**src/rtl/hazard_ctrl_if.sv**
```systemverilog
// Pipeline-side bundle for hazard_ctrl: stage instructions and register
// destinations in, stall/flush/forward controls and event counters out.
interface hazard_ctrl_if;
    logic [31:0] id_inst;
    logic [31:0] ex_inst;
    logic [31:0] mem_inst;
    logic [31:0] wb_inst;
    logic [4:0]  mem_regdst;
    logic [4:0]  wb_regdst;
    logic        mem_zero;

    logic        pc_write;
    logic        ifid_write;
    logic        ifid_flush;
    logic        idex_nop;
    logic        exmem_nop;
    logic        branch_taken;
    logic [1:0]  fwd_a;
    logic [1:0]  fwd_b;
    logic [15:0] stall_count;
    logic [15:0] flush_count;
    logic [1:0]  state;

    modport master (
        output id_inst, ex_inst, mem_inst, wb_inst, mem_regdst, wb_regdst, mem_zero,
        input  pc_write, ifid_write, ifid_flush, idex_nop, exmem_nop, branch_taken,
        input  fwd_a, fwd_b, stall_count, flush_count, state
    );

    modport slave (
        input  id_inst, ex_inst, mem_inst, wb_inst, mem_regdst, wb_regdst, mem_zero,
        output pc_write, ifid_write, ifid_flush, idex_nop, exmem_nop, branch_taken,
        output fwd_a, fwd_b, stall_count, flush_count, state
    );
endinterface

```
**src/rtl/hazard_ctrl.sv**
```systemverilog
// Five-stage pipeline hazard unit: data-hazard stalls, taken-branch flush and
// operand forwarding. Define HAZARD_FWD_EN to enable forwarding (load-use only).
module hazard_ctrl (
    input  logic         clk,
    input  logic         rst_n,
    hazard_ctrl_if.slave hif
);

    localparam logic [1:0] ST_RUN   = 2'b00;
    localparam logic [1:0] ST_STALL = 2'b01;

    localparam logic [5:0] OP_RTYPE = 6'h00;
    localparam logic [5:0] OP_J     = 6'h02;
    localparam logic [5:0] OP_BEQ   = 6'h04;
    localparam logic [5:0] OP_ADDI  = 6'h08;
    localparam logic [5:0] OP_LW    = 6'h23;
    localparam logic [5:0] OP_SW    = 6'h2B;

    function automatic logic writes_op(input logic [5:0] op);
        return (op == OP_RTYPE) || (op == OP_LW) || (op == OP_ADDI);
    endfunction

    function automatic logic [15:0] sat_inc(input logic [15:0] c);
        return (c == 16'hFFFF) ? c : c + 16'd1;
    endfunction

    genvar gi;

    // Source registers read by the instruction in IF/ID
    logic [5:0] id_op;
    logic [4:0] id_rs;
    logic [4:0] id_rt;
    logic       id_uses_rs;
    logic       id_uses_rt;

    assign id_op      = hif.id_inst[31:26];
    assign id_rs      = hif.id_inst[25:21];
    assign id_rt      = hif.id_inst[20:16];
    assign id_uses_rs = (id_op != OP_J);
    assign id_uses_rt = (id_op == OP_RTYPE) || (id_op == OP_SW) || (id_op == OP_BEQ);

    // Writer stages: index 0 = EX (decoded here), 1 = MEM, 2 = WB (carried regdst)
    logic [2:0][5:0] wr_op;
    logic [2:0][4:0] wr_dest;
    logic [2:0]      wr_valid;
    logic [2:0]      id_hit;

    assign wr_op[0]   = hif.ex_inst[31:26];
    assign wr_op[1]   = hif.mem_inst[31:26];
    assign wr_op[2]   = hif.wb_inst[31:26];
    assign wr_dest[0] = (wr_op[0] == OP_RTYPE) ? hif.ex_inst[15:11] : hif.ex_inst[20:16];
    assign wr_dest[1] = hif.mem_regdst;
    assign wr_dest[2] = hif.wb_regdst;

    generate
        for (gi = 0; gi < 3; gi++) begin : g_writer
            assign wr_valid[gi] = writes_op(wr_op[gi]) && (wr_dest[gi] != 5'd0);
            assign id_hit[gi]   = wr_valid[gi] &&
                                  ((id_uses_rs && (id_rs == wr_dest[gi])) ||
                                   (id_uses_rt && (id_rt == wr_dest[gi])));
        end
    endgenerate

    logic [1:0] hazard_p;
    logic [1:0] fwd_a_raw;
    logic [1:0] fwd_b_raw;
    logic       unused_bits;

`ifdef HAZARD_FWD_EN
    logic [1:0][4:0] ex_src;
    logic [1:0][1:0] fwd_sel;

    assign ex_src[0] = hif.ex_inst[25:21];
    assign ex_src[1] = hif.ex_inst[20:16];

    // EX/MEM result is younger than MEM/WB, so it wins on a double match
    generate
        for (gi = 0; gi < 2; gi++) begin : g_fwd
            assign fwd_sel[gi] = (wr_valid[1] && (wr_dest[1] == ex_src[gi])) ? 2'b10 :
                                 (wr_valid[2] && (wr_dest[2] == ex_src[gi])) ? 2'b01 :
                                                                               2'b00;
        end
    endgenerate

    assign fwd_a_raw   = fwd_sel[0];
    assign fwd_b_raw   = fwd_sel[1];
    assign hazard_p    = ((wr_op[0] == OP_LW) && id_hit[0]) ? 2'd1 : 2'd0;
    assign unused_bits = ^{hif.id_inst[10:0], hif.ex_inst[10:0], hif.mem_inst[25:0],
                           hif.wb_inst[25:0], id_hit[2:1]};
`else
    assign fwd_a_raw   = 2'b00;
    assign fwd_b_raw   = 2'b00;
    // Penalty is the distance the writer still has to travel before write-back
    assign hazard_p    = id_hit[0] ? 2'd3 :
                         id_hit[1] ? 2'd2 :
                         id_hit[2] ? 2'd1 : 2'd0;
    assign unused_bits = ^{hif.id_inst[10:0], hif.ex_inst[25:21], hif.ex_inst[10:0],
                           hif.mem_inst[25:0], hif.wb_inst[25:0]};
`endif

    logic branch_hit;
    assign branch_hit = (wr_op[1] == OP_BEQ) && hif.mem_zero;

    logic [1:0]  state_q, state_d;
    logic [1:0]  cnt_q, cnt_d;
    logic [15:0] stall_count_q, stall_count_d;
    logic [15:0] flush_count_q, flush_count_d;

    logic pc_write_c;
    logic ifid_write_c;
    logic ifid_flush_c;
    logic idex_nop_c;
    logic exmem_nop_c;
    logic branch_taken_c;

    always_comb begin
        state_d        = state_q;
        cnt_d          = cnt_q;
        stall_count_d  = stall_count_q;
        flush_count_d  = flush_count_q;
        pc_write_c     = 1'b1;
        ifid_write_c   = 1'b1;
        ifid_flush_c   = 1'b0;
        idex_nop_c     = 1'b0;
        exmem_nop_c    = 1'b0;
        branch_taken_c = 1'b0;

        if (branch_hit) begin
            // Redirect wins over any stall, including one already in progress
            branch_taken_c = 1'b1;
            ifid_flush_c   = 1'b1;
            idex_nop_c     = 1'b1;
            exmem_nop_c    = 1'b1;
            flush_count_d  = sat_inc(flush_count_q);
            state_d        = ST_RUN;
            cnt_d          = 2'd0;
        end else if (state_q == ST_STALL) begin
            pc_write_c    = 1'b0;
            ifid_write_c  = 1'b0;
            idex_nop_c    = 1'b1;
            stall_count_d = sat_inc(stall_count_q);
            cnt_d         = cnt_q - 2'd1;
            if (cnt_q <= 2'd1) begin
                state_d = ST_RUN;
                cnt_d   = 2'd0;
            end
        end else if (hazard_p != 2'd0) begin
            pc_write_c    = 1'b0;
            ifid_write_c  = 1'b0;
            idex_nop_c    = 1'b1;
            stall_count_d = sat_inc(stall_count_q);
            if (hazard_p > 2'd1) begin
                state_d = ST_STALL;
                cnt_d   = hazard_p - 2'd1;
            end
        end
    end

    always_ff @(posedge clk or negedge rst_n) begin
        if (!rst_n) begin
            state_q       <= ST_RUN;
            cnt_q         <= 2'd0;
            stall_count_q <= 16'd0;
            flush_count_q <= 16'd0;
        end else begin
            state_q       <= state_d;
            cnt_q         <= cnt_d;
            stall_count_q <= stall_count_d;
            flush_count_q <= flush_count_d;
        end
    end

    // Reset also masks the combinational controls so the pipeline free-runs
    assign hif.pc_write     = !rst_n || pc_write_c;
    assign hif.ifid_write   = !rst_n || ifid_write_c;
    assign hif.ifid_flush   = rst_n && ifid_flush_c;
    assign hif.idex_nop     = rst_n && idex_nop_c;
    assign hif.exmem_nop    = rst_n && exmem_nop_c;
    assign hif.branch_taken = rst_n && branch_taken_c;
    assign hif.fwd_a        = rst_n ? fwd_a_raw : 2'b00;
    assign hif.fwd_b        = rst_n ? fwd_b_raw : 2'b00;
    assign hif.stall_count  = stall_count_q;
    assign hif.flush_count  = flush_count_q;
    assign hif.state        = state_q;

endmodule

```
**src/flat_wrapper.sv**
```systemverilog
// flat-port wrapper written by rule: the top's interface ports become plain ports
module hazard_ctrl_flat 
  (clk, rst_n, hif_id_inst, hif_ex_inst, hif_mem_inst, hif_wb_inst, hif_mem_regdst, hif_wb_regdst, hif_mem_zero, hif_pc_write, hif_ifid_write, hif_ifid_flush, hif_idex_nop, hif_exmem_nop, hif_branch_taken, hif_fwd_a, hif_fwd_b, hif_stall_count, hif_flush_count, hif_state);
  hazard_ctrl_if hif_i ();
  input  logic clk;
  input  logic rst_n;
  input wire logic [$bits(hif_i.id_inst)-1:0] hif_id_inst;
  input wire logic [$bits(hif_i.ex_inst)-1:0] hif_ex_inst;
  input wire logic [$bits(hif_i.mem_inst)-1:0] hif_mem_inst;
  input wire logic [$bits(hif_i.wb_inst)-1:0] hif_wb_inst;
  input wire logic [$bits(hif_i.mem_regdst)-1:0] hif_mem_regdst;
  input wire logic [$bits(hif_i.wb_regdst)-1:0] hif_wb_regdst;
  input wire logic [$bits(hif_i.mem_zero)-1:0] hif_mem_zero;
  output wire logic [$bits(hif_i.pc_write)-1:0] hif_pc_write;
  output wire logic [$bits(hif_i.ifid_write)-1:0] hif_ifid_write;
  output wire logic [$bits(hif_i.ifid_flush)-1:0] hif_ifid_flush;
  output wire logic [$bits(hif_i.idex_nop)-1:0] hif_idex_nop;
  output wire logic [$bits(hif_i.exmem_nop)-1:0] hif_exmem_nop;
  output wire logic [$bits(hif_i.branch_taken)-1:0] hif_branch_taken;
  output wire logic [$bits(hif_i.fwd_a)-1:0] hif_fwd_a;
  output wire logic [$bits(hif_i.fwd_b)-1:0] hif_fwd_b;
  output wire logic [$bits(hif_i.stall_count)-1:0] hif_stall_count;
  output wire logic [$bits(hif_i.flush_count)-1:0] hif_flush_count;
  output wire logic [$bits(hif_i.state)-1:0] hif_state;
  assign hif_i.id_inst = hif_id_inst;
  assign hif_i.ex_inst = hif_ex_inst;
  assign hif_i.mem_inst = hif_mem_inst;
  assign hif_i.wb_inst = hif_wb_inst;
  assign hif_i.mem_regdst = hif_mem_regdst;
  assign hif_i.wb_regdst = hif_wb_regdst;
  assign hif_i.mem_zero = hif_mem_zero;
  assign hif_pc_write = hif_i.pc_write;
  assign hif_ifid_write = hif_i.ifid_write;
  assign hif_ifid_flush = hif_i.ifid_flush;
  assign hif_idex_nop = hif_i.idex_nop;
  assign hif_exmem_nop = hif_i.exmem_nop;
  assign hif_branch_taken = hif_i.branch_taken;
  assign hif_fwd_a = hif_i.fwd_a;
  assign hif_fwd_b = hif_i.fwd_b;
  assign hif_stall_count = hif_i.stall_count;
  assign hif_flush_count = hif_i.flush_count;
  assign hif_state = hif_i.state;
  hazard_ctrl u_core (.clk(clk), .rst_n(rst_n), .hif(hif_i));
endmodule
```
**config.mk**
```make
export PLATFORM = sky130hd
export DESIGN_NAME = hazard_ctrl_flat
export DESIGN_NICKNAME = d
export VERILOG_FILES = /design/src/rtl/hazard_ctrl_if.sv /design/src/rtl/hazard_ctrl.sv /design/src/flat_wrapper.sv
export SDC_FILE = /design/constraint.sdc
export NUM_CORES = 1
export LEC_CHECK = 0
export ABC_AREA = 1
export ABC_CLOCK_PERIOD_IN_PS = 3100
export CORE_MARGIN = 1.5
export CORE_UTILIZATION = 25
export DETAILED_ROUTE_END_ITERATION = 12
export PLACE_DENSITY = 0.64
export SLEW_MARGIN = 40
export SYNTH_ARGS = -nofsm -noshare
export SYNTH_HDL_FRONTEND = slang
export SYNTH_SLANG_ARGS = --single-unit
```
**constraint.sdc**
```tcl
create_clock -name clk -period 3.1 [get_ports clk]
set_input_delay 0.31 -clock clk [delete_from_list [all_inputs] [get_ports clk]]
set_output_delay 0.31 -clock clk [all_outputs]
set_load 0.01 [all_outputs]
```
Yosys cells after proc, flatten, opt, wreduce, memory -nomap -nowiden:

Cells that the tools add are included.
Widths: inputs -> output; s select.

* equal/unequal tests: 20
* $lt $le $gt $ge: 2
* add/subtract/negate cells: 4
* bitwise operators: 2
* reduce and logical (&&, ||, !) cells: 43
* mux-type cells: 24

Operators by type and width (count)
* $mux 16: 3
* $add 16x1->16 const B: 2
* $eq 16x16->1 const B: 2
* $eq 5x5->1: 6
* $eq 6x6->1 const B: 4
* $logic_not 6->1: 4
* $mux 2: 12
* $eq 6x4->1 const B: 3
* $logic_and 1x1->1: 15
* $reduce_bool 5->1: 3
* $eq 6x3->1 const B: 2
* $logic_or 1x1->1: 12
* $mux 1: 8
* $ne 6x2->1 const B: 1
* $reduce_and 2->1: 3
* $reduce_bool 3->1: 2
* $mux 5: 1
* $reduce_bool 2->1: 2
* $sub 2x1->2 const B: 2
* $ne 3x2->1 const B: 1
* $reduce_and 3->1: 1
* $eq 2x1->1 const B: 1
* $gt 2x1->1 const B: 1
* $le 2x1->1 const B: 1
* other kinds (2): 3

* word-level logic and storage cells: 99
* input port bits: 141
* register bits after elaboration: 36
* output and inout bits: 44

Logic depth before layout (Yosys ltp):

Gate-level depths: netlist of run 1.

* depth in word-level cells: 14
* gate-level depth with buffers: 22
* depth with buffers taken out: 22

Worst setup path after synthesis of run 1:

No wires, ideal clock.

* kind: in2reg
* start point: input hif_ex_inst[27]
* end point: register u_core.stall_count_q[15] (netlist: u_core.hif.stall_count[15])
* cell stages on the path: 20
* setup slack: 539 ps
* library setup time: 120 ps
* arrival time: 2441 ps
* buffers on the path: 0
* required time: 2980 ps
* cells stage by stage: nor2_4 nand2_4 nor2_8 nand2_1 nand3_1 nand2_1 nor2_1 nand3_1 nand2_1 nand2_2 and2_1 ha_1 a21oi_2 nand2_2 nor3_4 nand3_2 nor2_2 nand2_1 o21ai_1 nand2_1

* longest elaborated chain between the ends: 10
* elaborated cells on any way between the ends: 18
* those cells by class: 4 x eq/ne; 2 x mux; 12 x reduce/logical

RTL lines
* start, declared: RTL line flat_wrapper.sv:8 `input wire logic [$bits(hif_i.ex_inst)-1:0] hif_ex_inst;`
* $logic_not 6->1: RTL line hazard_ctrl.sv:20, hazard_ctrl.sv:51
* $mux 5: RTL line hazard_ctrl.sv:51 `assign wr_dest[0] = (wr_op[0] == OP_RTYPE) ? hif.ex_inst[15:11] : hif.ex_inst[20:16];`
* $eq 5x5->1, on equally long branches: RTL line hazard_ctrl.sv:59, hazard_ctrl.sv:60
* $logic_and 1x1->1, on equally long branches: RTL line hazard_ctrl.sv:59, hazard_ctrl.sv:60
* $logic_or 1x1->1: RTL line hazard_ctrl.sv:59 `((id_uses_rs && (id_rs == wr_dest[gi])) ||`
* $logic_and 1x1->1 *: RTL line hazard_ctrl.sv:58 `assign id_hit[gi] = wr_valid[gi] &&`
* $mux 2 *: RTL line hazard_ctrl.sv:94 `assign hazard_p = id_hit[0] ? 2'd3 :`
* $reduce_bool 2->1 *: RTL line hazard_ctrl.sv:147 `end else if (hazard_p != 2'd0) begin`
* $reduce_bool 2->1 (no source line) *
* $reduce_and 2->1 (no source line) *
* end signal, assigned: RTL line hazard_ctrl.sv:168 `stall_count_q <= stall_count_d;`
* end, declared: RTL line hazard_ctrl.sv:106 `logic [15:0] stall_count_q, stall_count_d;`

Mark *: on every way between the ends. The rest lies on a longest branch, timed or not.
A chain may end at the register's enable or synchronous reset.

Final worst setup path of run 1:

* start point: input hif_id_inst[28]
* end point: output hif_ifid_write

* longest elaborated chain between the ends: 14
* elaborated cells on any way between the ends: 26
* those cells by class: 3 x eq/ne; 6 x mux; 17 x reduce/logical

RTL lines
* start, declared: RTL line flat_wrapper.sv:7 `input wire logic [$bits(hif_i.id_inst)-1:0] hif_id_inst;`
* $eq 6x6->1 / $logic_not 6->1 (equally long branches): RTL line hazard_ctrl.sv:40 `assign id_uses_rt = (id_op == OP_RTYPE) || (id_op == OP_SW) || (id_op == OP_BEQ);`
* $logic_or 1x1->1 (2 in series): RTL line hazard_ctrl.sv:40
* $logic_and 1x1->1: RTL line hazard_ctrl.sv:60 `(id_uses_rt && (id_rt == wr_dest[gi])));`
* $logic_or 1x1->1: RTL line hazard_ctrl.sv:59
* $logic_and 1x1->1: RTL line hazard_ctrl.sv:58
* $mux 1: RTL line hazard_ctrl.sv:96 `id_hit[2] ? 2'd1 : 2'd0;`
* $mux 2: RTL line hazard_ctrl.sv:95 `id_hit[1] ? 2'd2 :`
* $mux 2 *: RTL line hazard_ctrl.sv:94
* $reduce_bool 2->1 *: RTL line hazard_ctrl.sv:147
* $mux 1 *: RTL line hazard_ctrl.sv:147
* $mux 1 *: RTL line hazard_ctrl.sv:137 `end else if (state_q == ST_STALL) begin`
* $mux 1 *: RTL line hazard_ctrl.sv:128 `if (branch_hit) begin`
* $logic_or 1x1->1 *: RTL line hazard_ctrl.sv:175 `assign hif.ifid_write = !rst_n || ifid_write_c;`
* end, declared: RTL line flat_wrapper.sv:15 `output wire logic [$bits(hif_i.ifid_write)-1:0] hif_ifid_write;`

Marked as above.

==> results of run 1 <==
## worst max-delay path: stages
cell and delay [ns]:
clkdlybuf4s50_1 0.41, or2_2 0.31, o22ai_2 0.12, buf_4 0.14, nand2_1 0.05, nor2_1 0.10
nand3_1 0.08, nand2_1 0.07, nand2_2 0.07, and2_1 0.15, ha_2 0.21, a21oi_2 0.14
buf_4 0.13, nand2_1 0.05, dlygate4sd2_1 0.29
## state kept, by name, summed over array words and instances (netlist names)
register	cells
u_core.hif.stall_count	16
u_core.hif.state	1
u_core.cnt_q	2
u_core.hif.flush_count	16
## metrics by stage
| step | setup TNS [ns] | instances |
|---|---|---|
| 3_3_place_gp | -1.95 | 619 |
| 5_1_grt | -0.0522 | 633 |
| 4_1_cts | 0 | 629 |
| 2_1_floorplan | 0 | 365 |
| 6_report | 0 | 633 |
| 3_5_place_dp | -3.70 | 619 |
## timing repair
item / 4_1_cts / 5_1_grt
hold buffers: 0 / 0
buffers inserted: 3 / 4
pin swaps: 3 / 10
endpoints found under the setup margin: 5 / 16
gates resized for setup: 7 / 8
## report_power, final
part / internal [uW] / switching [uW]
Combinational: 306 / 288
Sequential: 520 / 69.6
Clock: 174 / 156
Total: 1000 / 514
## routing by layer
metal / share of wire / up-vias
met5: 0 / -
met4: 0.010 / 0
met3: 0.046 / 8
met2: 0.52 / 87
met1: 0.42 / 1285
li1: - / 1437
## worst paths after layout
| kind | from | to | slack (ns) | depth (start not counted) |
|---|---|---|---|---|
| min in group asynchronous | rst_n | u_core.hif.flush_count[8] | 0.61 | 2 |
| setup reg to reg | u_core.hif.flush_count[0] | u_core.hif.flush_count[14] | 1.10 | 10 |
| hold reg to reg | u_core.hif.flush_count[14] | u_core.hif.flush_count[14] | 0.51 | 1 |
| hold / removal | u_core.hif.flush_count[14] | u_core.hif.flush_count[14] | 0.51 | 1 |
| max in group asynchronous | rst_n | u_core.cnt_q[0] | 2.18 | 2 |
| setup / recovery | hif_id_inst[28] | hif_ifid_write | 0.18 | 15 |
## area by class of cell
type / instances / area, um^2 / share of cell area
multi-input cells: 282 / 1660 / 0.397
repair buffers: 133 / 1240 / 0.296
clock inverters: 1 / 5.00 / 0.00120
well taps: 136 / 170 / 0.0407
clock buffers: 6 / 82.6 / 0.0197
inverters: 40 / 150 / 0.0359
flip-flops and latches: 35 / 876 / 0.209
## cell families after synthesis
group	after synthesis
other cells	1
xor+xnor	43
fa+ha+maj	3
flops	35
simple gates	210
mux	1
compound gates	20
buf+inv	48
## cell usage in the layout (no fill, tap or decap), drive strengths merged, types with 3 or more instances in the layout
cell | synthesis | final
a21oi | 11 | 11
buf | 8 | 38
clkbuf | 0 | 6
clkdlybuf4s50 | 0 | 86
conb | 1 | 5
dfrtp | 35 | 35
dlygate4sd2 | 0 | 5
dlymetal6s2s | 0 | 4
ha | 3 | 3
inv | 40 | 40
nand2 | 90 | 90
nand3 | 37 | 37
nand3b | 6 | 6
nand4 | 17 | 17
nor2 | 43 | 43
nor3 | 9 | 9
nor4 | 5 | 5
o21ai | 4 | 4
xnor2 | 16 | 16
xor2 | 27 | 27
==> results.md, run 1 <==
STA:
- The number of endpoints failing setup at the final stage is 0.
- The setup slack of the critical path after layout is 0.179 ns.
- The number of max-slew violations in the final report is 0.
- Dividing the final minimum period by the clock period gives 0.942.
- The total count of hold-check failures in the final report was 0.
- The post-route clock skew is 0.00313 ns.
- The time the final worst path needs with I/O delays and setup is 2.92 ns.
- The worst hold margin is 0.506 ns.
- The maximum frequency from static timing analysis is 342 MHz.

Flow run:
- The tool flagged a number of max-cap violations equal to 0.

Cells and area:
- The number of inserted diodes is 0.
- After routing the design area is 4180 um^2.
- Measured on the finished design, the core utilization comes to 0.402.
- The layout cell share with drive strength beyond 1 is 0.161.
- The net count of the finished layout is 641.
- The fill cell instance count of the final layout is between 1k and 1.5k.
- The area added between synthesis and finish is 54.5%.

Logic synthesis:
- The post-synthesis cell count is 361.
- The complex-gate fraction of the synthesized area was 0.0425.
- The cell with the most instances after synthesis is nand2_1.
- After synthesis the cells add up to 2710 um^2.
- After synthesis the netlist holds a flip-flop and latch count of 35.
- The number of synthesis warnings is 0.
- The area share of the largest cell type after synthesis is 0.323.
- The async set-reset flop share out of synthesis is 1.00.
- The most used flip-flop cell after synthesis is dfrtp_1.
- The mux share of post-synthesis cell area is 0.00416.
- The most area-hungry cell type in the Yosys netlist is dfrtp_1.
- The average size of a mapped cell is 7.50 um^2.
- Sorting the synthesized cells by how often they occur yields nand2_1, inv_1, dfrtp_1, nor2_1, nand3_1.
- The xor/xnor share of the synthesized area is 0.139.
- The sequential share of the synthesized area is 0.323.
- The synthesized-area fraction occupied by and/or/nand/nor cells is 0.398.
- By area the synthesized netlist is led by dfrtp_1, nand2_1, xor2_1.
- The post-synthesis share of cell area spent on full adders, half adders and majority gates is 0.0139.
- The combinational family with the most area after synthesis is simple AND/OR/NAND/NOR gates.
- The number of enable-type register cells in the synthesized netlist is 0.
- The synthesized netlist contains 34 unique library cells.

CTS:
- The H-tree generated during clock tree synthesis spans 2 levels.
- Counting the buffers created by CTS gives 5.
- The buffer depth of the longest clock path is 2.
- The cell at the root of the clock tree is clkbuf_8.
- The latest clock arrival within the worst-skew pair is 0.28 ns.
- TritonCTS built the clock tree.
- The clock net sink count is 35.
- The clock transition time at the flip-flop clock pins of the worst setup and hold paths is 0.07 ns.

Worst setup path:
- Data arrives at the worst endpoint at ~2.6 ns.
- Along the worst path, the maximum fanout reaches 3.
- The endpoint required time on the critical path is roughly 2.8 ns.
- The kind of start point of the critical path is an input port.
- The classification of the worst setup path is input port to primary output.
- The kind of end point of the critical path is a primary output.

Detailed routing:
- The total length of routed wires is 7310 um.
- The routed layout has 2817 vias.
- The residual DRC count is 0.
- The number of antenna-violating nets in the routed design is 0.
- The number of optimization iterations in the first detailed-route pass is 4.
- After detailed routing, the average wire length per cell comes to roughly 12 um.
- The average via count per standard cell is approximately 4.5.
- The number of DRC markers after the initial detailed-route iteration is ~160.

Global routing:
- In the global route stage, met3 resource usage came out at 0.0213.
- After global routing the overflow that remains totals 0.
- The initial antenna violation count is 0.
- The wire length of the first global-routing pass is 11800 um.
- The via count of the first global-routing pass is ~2.7k.
- The met1 global-route usage is 0.154.
- Entering global routing, the biggest net connects 36 pins.
- The global routing's busiest layer is met2.
- In the global route stage, overall resource usage came out at 0.128.
- For met2 alone, demand over resource in global routing was 0.234.

Pwr:
- The highest ir drop seen on vdd is ~0.00023 V.
- In this run the static leakage power is 0.00197 uW.
- The sum of internal, switching and leakage power is 1510 uW.
- For this design the ratio of total power to cell area is 362 nW/um^2.

Floorplanning:
- For this configuration, the core starts out at a cell density of 0.260.
- The top-level I/O count is 185.
- The area of the die is about 11000 um^2.
- From left edge to right edge, the die measures between 100 and 150 um.
- Measured along the y axis, the die boundary spans 107 um.
- After floorplanning, the core was sized to cover 10400 um^2.
- In this run the core area contains 37 standard-cell rows.

Placed design:
- The wire-length estimate of the detail-placed layout is about 6100 um.
- Port buffering added 95 buffers.
- Timing analysis after detailed placement gives a worst setup slack of -0.348 ns.
- The routability-driven placement congestion ratio is 0.858.
- After detailed placement, the total cell area comes to approximately 4000 um^2.

Outcome:
- The flow ran to the end, and the final reports show no timing, DRC or antenna violations.

Min path:
- The type of the most critical hold path is register to register.
Power figures use the tool's default switching activity.
==> inputs of run 2 (changes only) <==
- CORE_UTILIZATION: 25 -> 39
- HOLD_SLACK_MARGIN: not set -> 0.06
- PLACE_DENSITY: 0.64 -> 0.91
==> run 2 against run 1 <==
  * Critical path depth decreased by 1
  * Via count increased by 1.4%
  * Worst hold slack got worse by 0.036 ns
  * Combinational power about the same
  * First-iteration DRC count decreased by 24%
  * Cell count decreased by 11%
  * Non-clock buffer count decreased by 12
  * Register-to-register slack got worse by 0.02 ns
  * Highest routed layer unchanged
  * Clock skew increased by 0.0061 ns
  * Die area decreased by 35%
  * Critical path type unchanged
  * Fmax decreased by 0.33%
  * Critical endpoint unchanged
==> results.md, run 2 (same netlist as run 1, synthesis figures left out) <==
STA:
- The maximum frequency from static timing analysis was 341 MHz (-0.33%).
- The time the final worst path needs with I/O delays and setup is 2.93 ns (+0.00959 ns).
- The number of max-slew violations in the final report is 0 (unchanged).
- The number of endpoints failing setup at the final stage came to 0 (unchanged).
- The period utilization is 0.945 (+0.00309).
- The total count of hold-check failures in the final report is 0 (unchanged).
- The post-route clock skew was 0.00919 ns (+0.00605 ns).

Worst setup path:
- The slowest library cell on the worst path is clkdlybuf4s50_1.
- The classification of the worst setup path is input port to primary output.
- The highest net fanout along the worst path is 3 (unchanged).
- In this run the critical register-to-register path is launched from u_core.hif.flush_count[0].
- The cell seen most often among critical-path stages is nand2_1.
- The critical path's largest stage delay came to 0.42 ns (about the same).
- STA classifies the critical path endpoint as a primary output.
- The endpoint required time on the critical path came to 2.79 ns (about the same).
- The minimum setup slack among reg-to-reg paths is 1.08 ns (-0.02 ns).
- Walking the worst path, the cells encountered are clkdlybuf4s50_1 > or2_2 > o22ai_1 > nand2_1 > nor2_1 > nand3_1 > nand2_1 > nand2_2 > and2_1 > ha_1 > a21oi_2 > buf_4 > nand2_1 > dlygate4sd2_1.
- The worst endpoint data arrival time was 2.62 ns (about the same).
- The end of the worst register-to-register path is u_core.hif.flush_count[14].
- The number of cells on the worst reg-to-reg path is 10 (unchanged).
- The kind of start point of the critical path is an input port.

Pwr:
- The leakage power figure came to 0.00193 uW (-2.1%).
- The power per cell area was 393 nW/um^2 (+8.6%).
- The sum of internal, switching and leakage power is 1590 uW (+5.1%).
- The highest ir drop seen on vdd is 0.000197 V (-13%).

Flow run:
- The count of maximum capacitance violations came to 0 (unchanged).

Placed design:
- The number of buffer cells added on primary ports is 95 (unchanged).
- The routability-driven placement congestion ratio is 0.909 (+6.0%).
- The detailed-placement wirelength estimate is 6100 um (+0.86%).

Detailed routing:
- The number of vias in the routed layout is 2857 (+1.4%).
- The number of DRC markers after the initial detailed-route iteration is 118 (-24%).
- The total length of routed wires is 7440 um (+1.8%).
- The number of antenna-violating nets in the routed design is 0 (unchanged).
- The number of optimization iterations in the first detailed-route pass is 4 (unchanged).
- The average via count per standard cell is 5.05 (+13%).
- The residual DRC count was 0 (unchanged).
- The final routed wire length divided by cell count was 13.1 um (+14%).

Global routing:
- The maximum number of pins on one net before global-route repair was 24 (-33%).
- The total global routing overflow was 0 (unchanged).
- The wire length of the first global-routing pass was 12100 um (+2.8%).
- The via count of the first global-routing pass is 2674 (+0.49%).
- The overall track demand over capacity in global routing came to 0.202 (+0.0741).
- The initial antenna violation count was 0 (unchanged).

Cells and area:
- Leaving out fill and tap cells, the most frequent cell in the layout is clkdlybuf4s50_1.
- In the layout the commonest cells are clkdlybuf4s50_1, nand2_1, inv_1.
- The post-layout utilization of the core is 0.599 (+0.198).
- The net count of the finished layout is 629 (-1.9%).
- Relative to the synthesized area, the layout overhead comes to 49.6%.
- The number of inserted diodes is 0 (unchanged).
- The layout cell share with drive strength beyond 1 came to 0.138 (-0.0231).

CTS:
- The number of buffers added by the clock tree synthesis step is 5 (unchanged).
- The TritonCTS clock tree is yes.
- The number of H-tree levels is 2 (unchanged).
- The clock transition time at the flip-flop clock pins of the worst setup and hold paths came to 0.08 ns (about the same).
- The clock net sink count is 35 (unchanged).
- The count of hold-fix buffers inserted at cts was 0 (unchanged).
- The buffer depth of the longest clock path was 2 (unchanged).
- The latest clock arrival within the worst-skew pair was 0.28 ns (about the same).
- The cell at the root of the clock tree is clkbuf_8.

Floorplanning:
- The die extent in y is 86.3 um (-19%).
- The top-level I/O count was 185 (unchanged).
- The core area is 6760 um^2 (-35%).
- The initial standard-cell utilization of the core came to 0.401 (+0.141).
- The count of standard-cell rows is 30 (-19%).
- The area of the die came to 7450 um^2 (-35%).
- The overall die width is 86.3 um (-19%).

Outcome:
- The flow ran to the end, and the final reports show no timing, DRC or antenna violations.

Min path:
- The min-delay analysis places its worst path in the category input port to async pin.
[run 2: worst max-delay path by stage]
stage,startpoint,to,slack [ns],cells after the start
floorplan,hif_ex_inst[27],u_core.hif.stall_count[15],0.54,20
global placement,hif_ex_inst[27],u_core.hif.stall_count[15],-0.17,21
detailed placement,hif_ex_inst[31],u_core.hif.stall_count[15],-0.24,21
CTS,hif_ex_inst[27],u_core.hif.stall_count[15],0.01,22
global route,hif_id_inst[28],u_core.hif.stall_count[15],-0.006,18
finish,hif_id_inst[28],hif_ifid_write,0.17,14
[run 2: what timing repair did]
action | CTS | global route
setup endpoints to repair | 3 | 15
pin swaps | 2 | 8
buffers inserted | 1 | 2
cloned | 0 | 0
resized for setup | 5 | 8
[run 2: critical path: cells and delay by family]
kind / cells / cell delay, ns
simple gates: 8 / 0.92
buf+inv: 3 / 0.83
compound gates: 2 / 0.33
fa+ha+maj: 1 / 0.23
[run 2: power by group]
part	switching, uW	total [uW]	internal (uW)
sequential	76.9	597	520
clock	163	403	239
combinational	296	591	296
[run 2: layer usage]
| layer | track usage | vias up | routed length [um] |
|---|---|---|---|
| met4 | 0.0513 | 0 | 113 |
| met3 | 0.0210 | 10 | 274 |
| met1 | 0.245 | 1337 | 3120 |
| li1 | - | 1419 | - |
| met2 | 0.379 | 91 | 3930 |
| met5 | 0 | - | 0 |
[run 2: layout make-up]
class	count	area, um^2
repair buffers	121	1150
well taps	80	100
clock inverters	3	43.8
clock buffers	5	68.8
inverters	40	150
fillers	566	2710
flip-flops and latches	35	876
multi-input cells	282	1660
[run 2: stage by stage]
stage | TNS [ns] | setup slack, ns | hold slack [ns] | instance area [um^2] | std cells
finish | 0 | 0.169 | 0.470 | 4050 | 566
global route | -0.0134 | -0.00583 | 0.491 | 4050 | 566
CTS | 0 | 0.0126 | 0.473 | 4010 | 564
detailed placement | -2.00 | -0.243 | 0.485 | 3890 | 555
global placement | -1.16 | -0.167 | 0.482 | 3890 | 555
floorplan | 0 | 0.539 | 0.0144 | 2720 | 365
==> inputs of run 3 (changes only) <==
- CAP_MARGIN: not set -> 20
==> results of run 3 <==
Final layout, timing and power as in run 2 (identical DEF).
==> RTL edit: new RTL, config.mk and constraints of run 2 <==
Add a define of `HAZARD_FWD_EN`.
--- a/src/rtl/hazard_ctrl.sv
+++ b/src/rtl/hazard_ctrl.sv
@@ -2,2 +2,4 @@
 // operand forwarding. Define HAZARD_FWD_EN to enable forwarding (load-use only).
+`define HAZARD_FWD_EN
+
 module hazard_ctrl (
Check against the original RTL: not equivalent (a bounded check fails within 4 cycles, from zero or initial values and one cycle with rst_n low).
==> RTL edit against run 2 <==
- first-iteration DRC count fell by 32%
- sequential cell count did not move
- routed wire length increased by 3.0%
- core utilization is 1.8 points lower
- synthesized area shrank 0.79%
- final area down 3.6%
- clock skew decreased by 0.0021 ns
- via count is 0.84% higher
- register-to-register slack got worse by 0.18 ns
- synthesized cell count is 2.8% higher
- setup slack better by 0.043 ns
Power is not compared: it rests on default switching activity, and its combinational part moved more than twofold at a synthesized area within 25%.
==> RTL edit: results (changes against run 2) <==
* Wirelength per Cell: 13.7 um (was 13.1 um)
- HPWL Detailed: 5.98 mm (was 6.10 mm)
* Slowest library cell on the worst path: clkdlybuf4s50_1 (unchanged)
- Vias in the first global route: 2,841 (was 2,674)
* Most frequent cells after synthesis: 81 x nand2_1, 47 x nand3_1, 46 x inv_1, 35 x dfrtp_1, 33 x nor2_1 (was 79 x nand2_1, 39 x inv_1, 35 x dfrtp_1, 35 x nor2_1, 33 x nand3_1)
* Sequential fraction of the synthesis area: 0.326 (was 0.323)
* Arrival time reported for the critical path endpoint: 2.58 ns (was 2.62 ns)
* Count of nets after finishing: 623 (was 629)
* Number of vias after detailed routing: 2,881 (was 2,857)
* Slowest cell delay on critical path: 0.59 ns (was 0.42 ns)
- Cell depth of the worst flop-to-flop path: 11 (was 10)
- Worst setup path end: hif_idex_nop (was hif_ifid_write)
- The number of DRC markers in iteration 0 is 80 (was 118).
* Global router's overall resource usage: 0.207 (was 0.202)
* Net count after synthesis: 514
- The proportion of layout cells with a drive suffix above 1 is 0.0665 (was 0.138).
- Complex-gate fraction of the synthesized area: 0.0447 (was 0.0425)
- Number of buffers inserted by port buffering: 104 (was 95)
- The endpoint of the lowest-slack register-to-register path is u_core.hif.stall_count[3] (was u_core.hif.flush_count[14]).
- The detailed-router iteration count before antenna repair came to 5 (was 4).
* Buffers inserted by post-CTS timing repair: 0 (was 1)
- The adder-cell area share of the yosys netlist came to 0.00932 (was 0.0139).
- Most area-consuming cells after synthesis: dfrtp_1 33%, nand2_1 11%, nand3_1 8.8% (was dfrtp_1 32%, nand2_1 11%, xor2_1 8.7%).
- The mux contribution to synthesized area was 0.00419 (was 0.00416).
- Global-route wire length before repair: 12.5 mm (was 12.1 mm)
* Worst clock skew: 0.00709 ns (was 0.00919 ns)
- The source of the worst register-to-register timing path was u_core.hif.stall_count[0] (was u_core.hif.flush_count[0]).
- Worst R2R Setup Slack: 0.90 ns (was 1.08 ns)
- Result of the run: finished clean (unchanged).
- The number of distinct standard cells referenced by the synthesized netlist is 36 (was 34).
* Placer congestion estimate: 0.891 (was 0.909)
- Critical path origin: hif_ex_inst[29] (was hif_id_inst[28])
- The maximum net fanout on the critical path came to 9 (was 3).
- Resize count post-CTS: 0 (was 5)
* Maximum number of pins on one net before global-route repair: 37 (was 24)
- Post-synthesis share of cell area spent on xor and xnor gates: 0.137 (was 0.139)
-- RTL edit: cell count changes after synthesis, sizes merged, moves of 3 or more --
| cell | before | now |
|---|---|---|
| a21oi | 11 | 5 |
| a31oi | 0 | 3 |
| inv | 40 | 46 |
| nand2 | 90 | 87 |
| nand3 | 37 | 48 |
| nor2 | 43 | 38 |
| nor3 | 9 | 12 |
| xor2 | 27 | 24 |
-- RTL edit: layout make-up --
type | count | area [um2]
clock buffer | 8 | 100
fill | 612 | 2810
inverter | 46 | 173
tap | 80 | 100
multi-input combinational | 282 | 1580
sequential | 35 | 876
timing repair buffer | 110 | 1080
-- RTL edit: report_power, final --
part | internal, W | total (W) | switching [W]
sequential | 0.000467 | 0.000479 | 0.0000125
clock | 0.000203 | 0.000365 | 0.000162
combinational | 0.000132 | 0.000238 | 0.000107
total | 0.000801 | 0.00108 | 0.000281
-- RTL edit: through the flow --
stage / area, um2 / power (W) / worst slack [ns] / util / std cells
floorplan: 2690 / 0.000580 / 1.03 / - / 371
global placement: 3810 / 0.000715 / 0.291 / 0.566 / 553
detailed placement: 3810 / 0.000725 / 0.193 / 0.566 / 553
CTS: 3910 / 0.00109 / 0.193 / 0.581 / 561
global route: 3910 / 0.00113 / 0.0702 / 0.581 / 561
finish: 3910 / 0.00108 / 0.212 / 0.581 / 561
-- RTL edit: worst min-delay path by stage --
stage / cells past startpoint / end / start / slack, ns
floorplan: 0 / u_core.cnt_q[0] / rst_n / 0.01
global placement: 2 / u_core.hif.flush_count[14] / rst_n / 0.44
detailed placement: 2 / u_core.hif.flush_count[13] / rst_n / 0.45
CTS: 2 / u_core.hif.flush_count[7] / rst_n / 0.14
global route: 2 / u_core.hif.flush_count[6] / rst_n / 0.17
finish: 2 / u_core.hif.flush_count[9] / rst_n / 0.11
-- RTL edit: cell families after synthesis --
group | after synthesis
AND/OR/NAND/NOR | 218
buffers and inverters | 54
XOR/XNOR | 42
flip-flops | 35
AO/OA/AOI/OAI | 18
adder cells (fa/ha/maj) | 2
other | 1
multiplexers | 1
-- RTL edit: worst register-to-register path: stages (launching register included) --
cell,delay (ns)
dfrtp_1,0.42
ha_1,0.21
nand3_1,0.13
nor2_1,0.16
nand2_1,0.13
nor2_2,0.15
nand3_1,0.13
nor2_1,0.14
a31oi_2,0.22
buf_4,0.25
nand3_1,0.09
nand2_1,0.05
-- RTL edit: layer usage --
layer | up-vias | wire length, um | track usage
met5 | - | 0 | 0
met4 | 0 | 199 | 0.0748
met3 | 17 | 575 | 0.0327
met2 | 107 | 3830 | 0.381
met1 | 1326 | 3060 | 0.242
li1 | 1431 | - | -
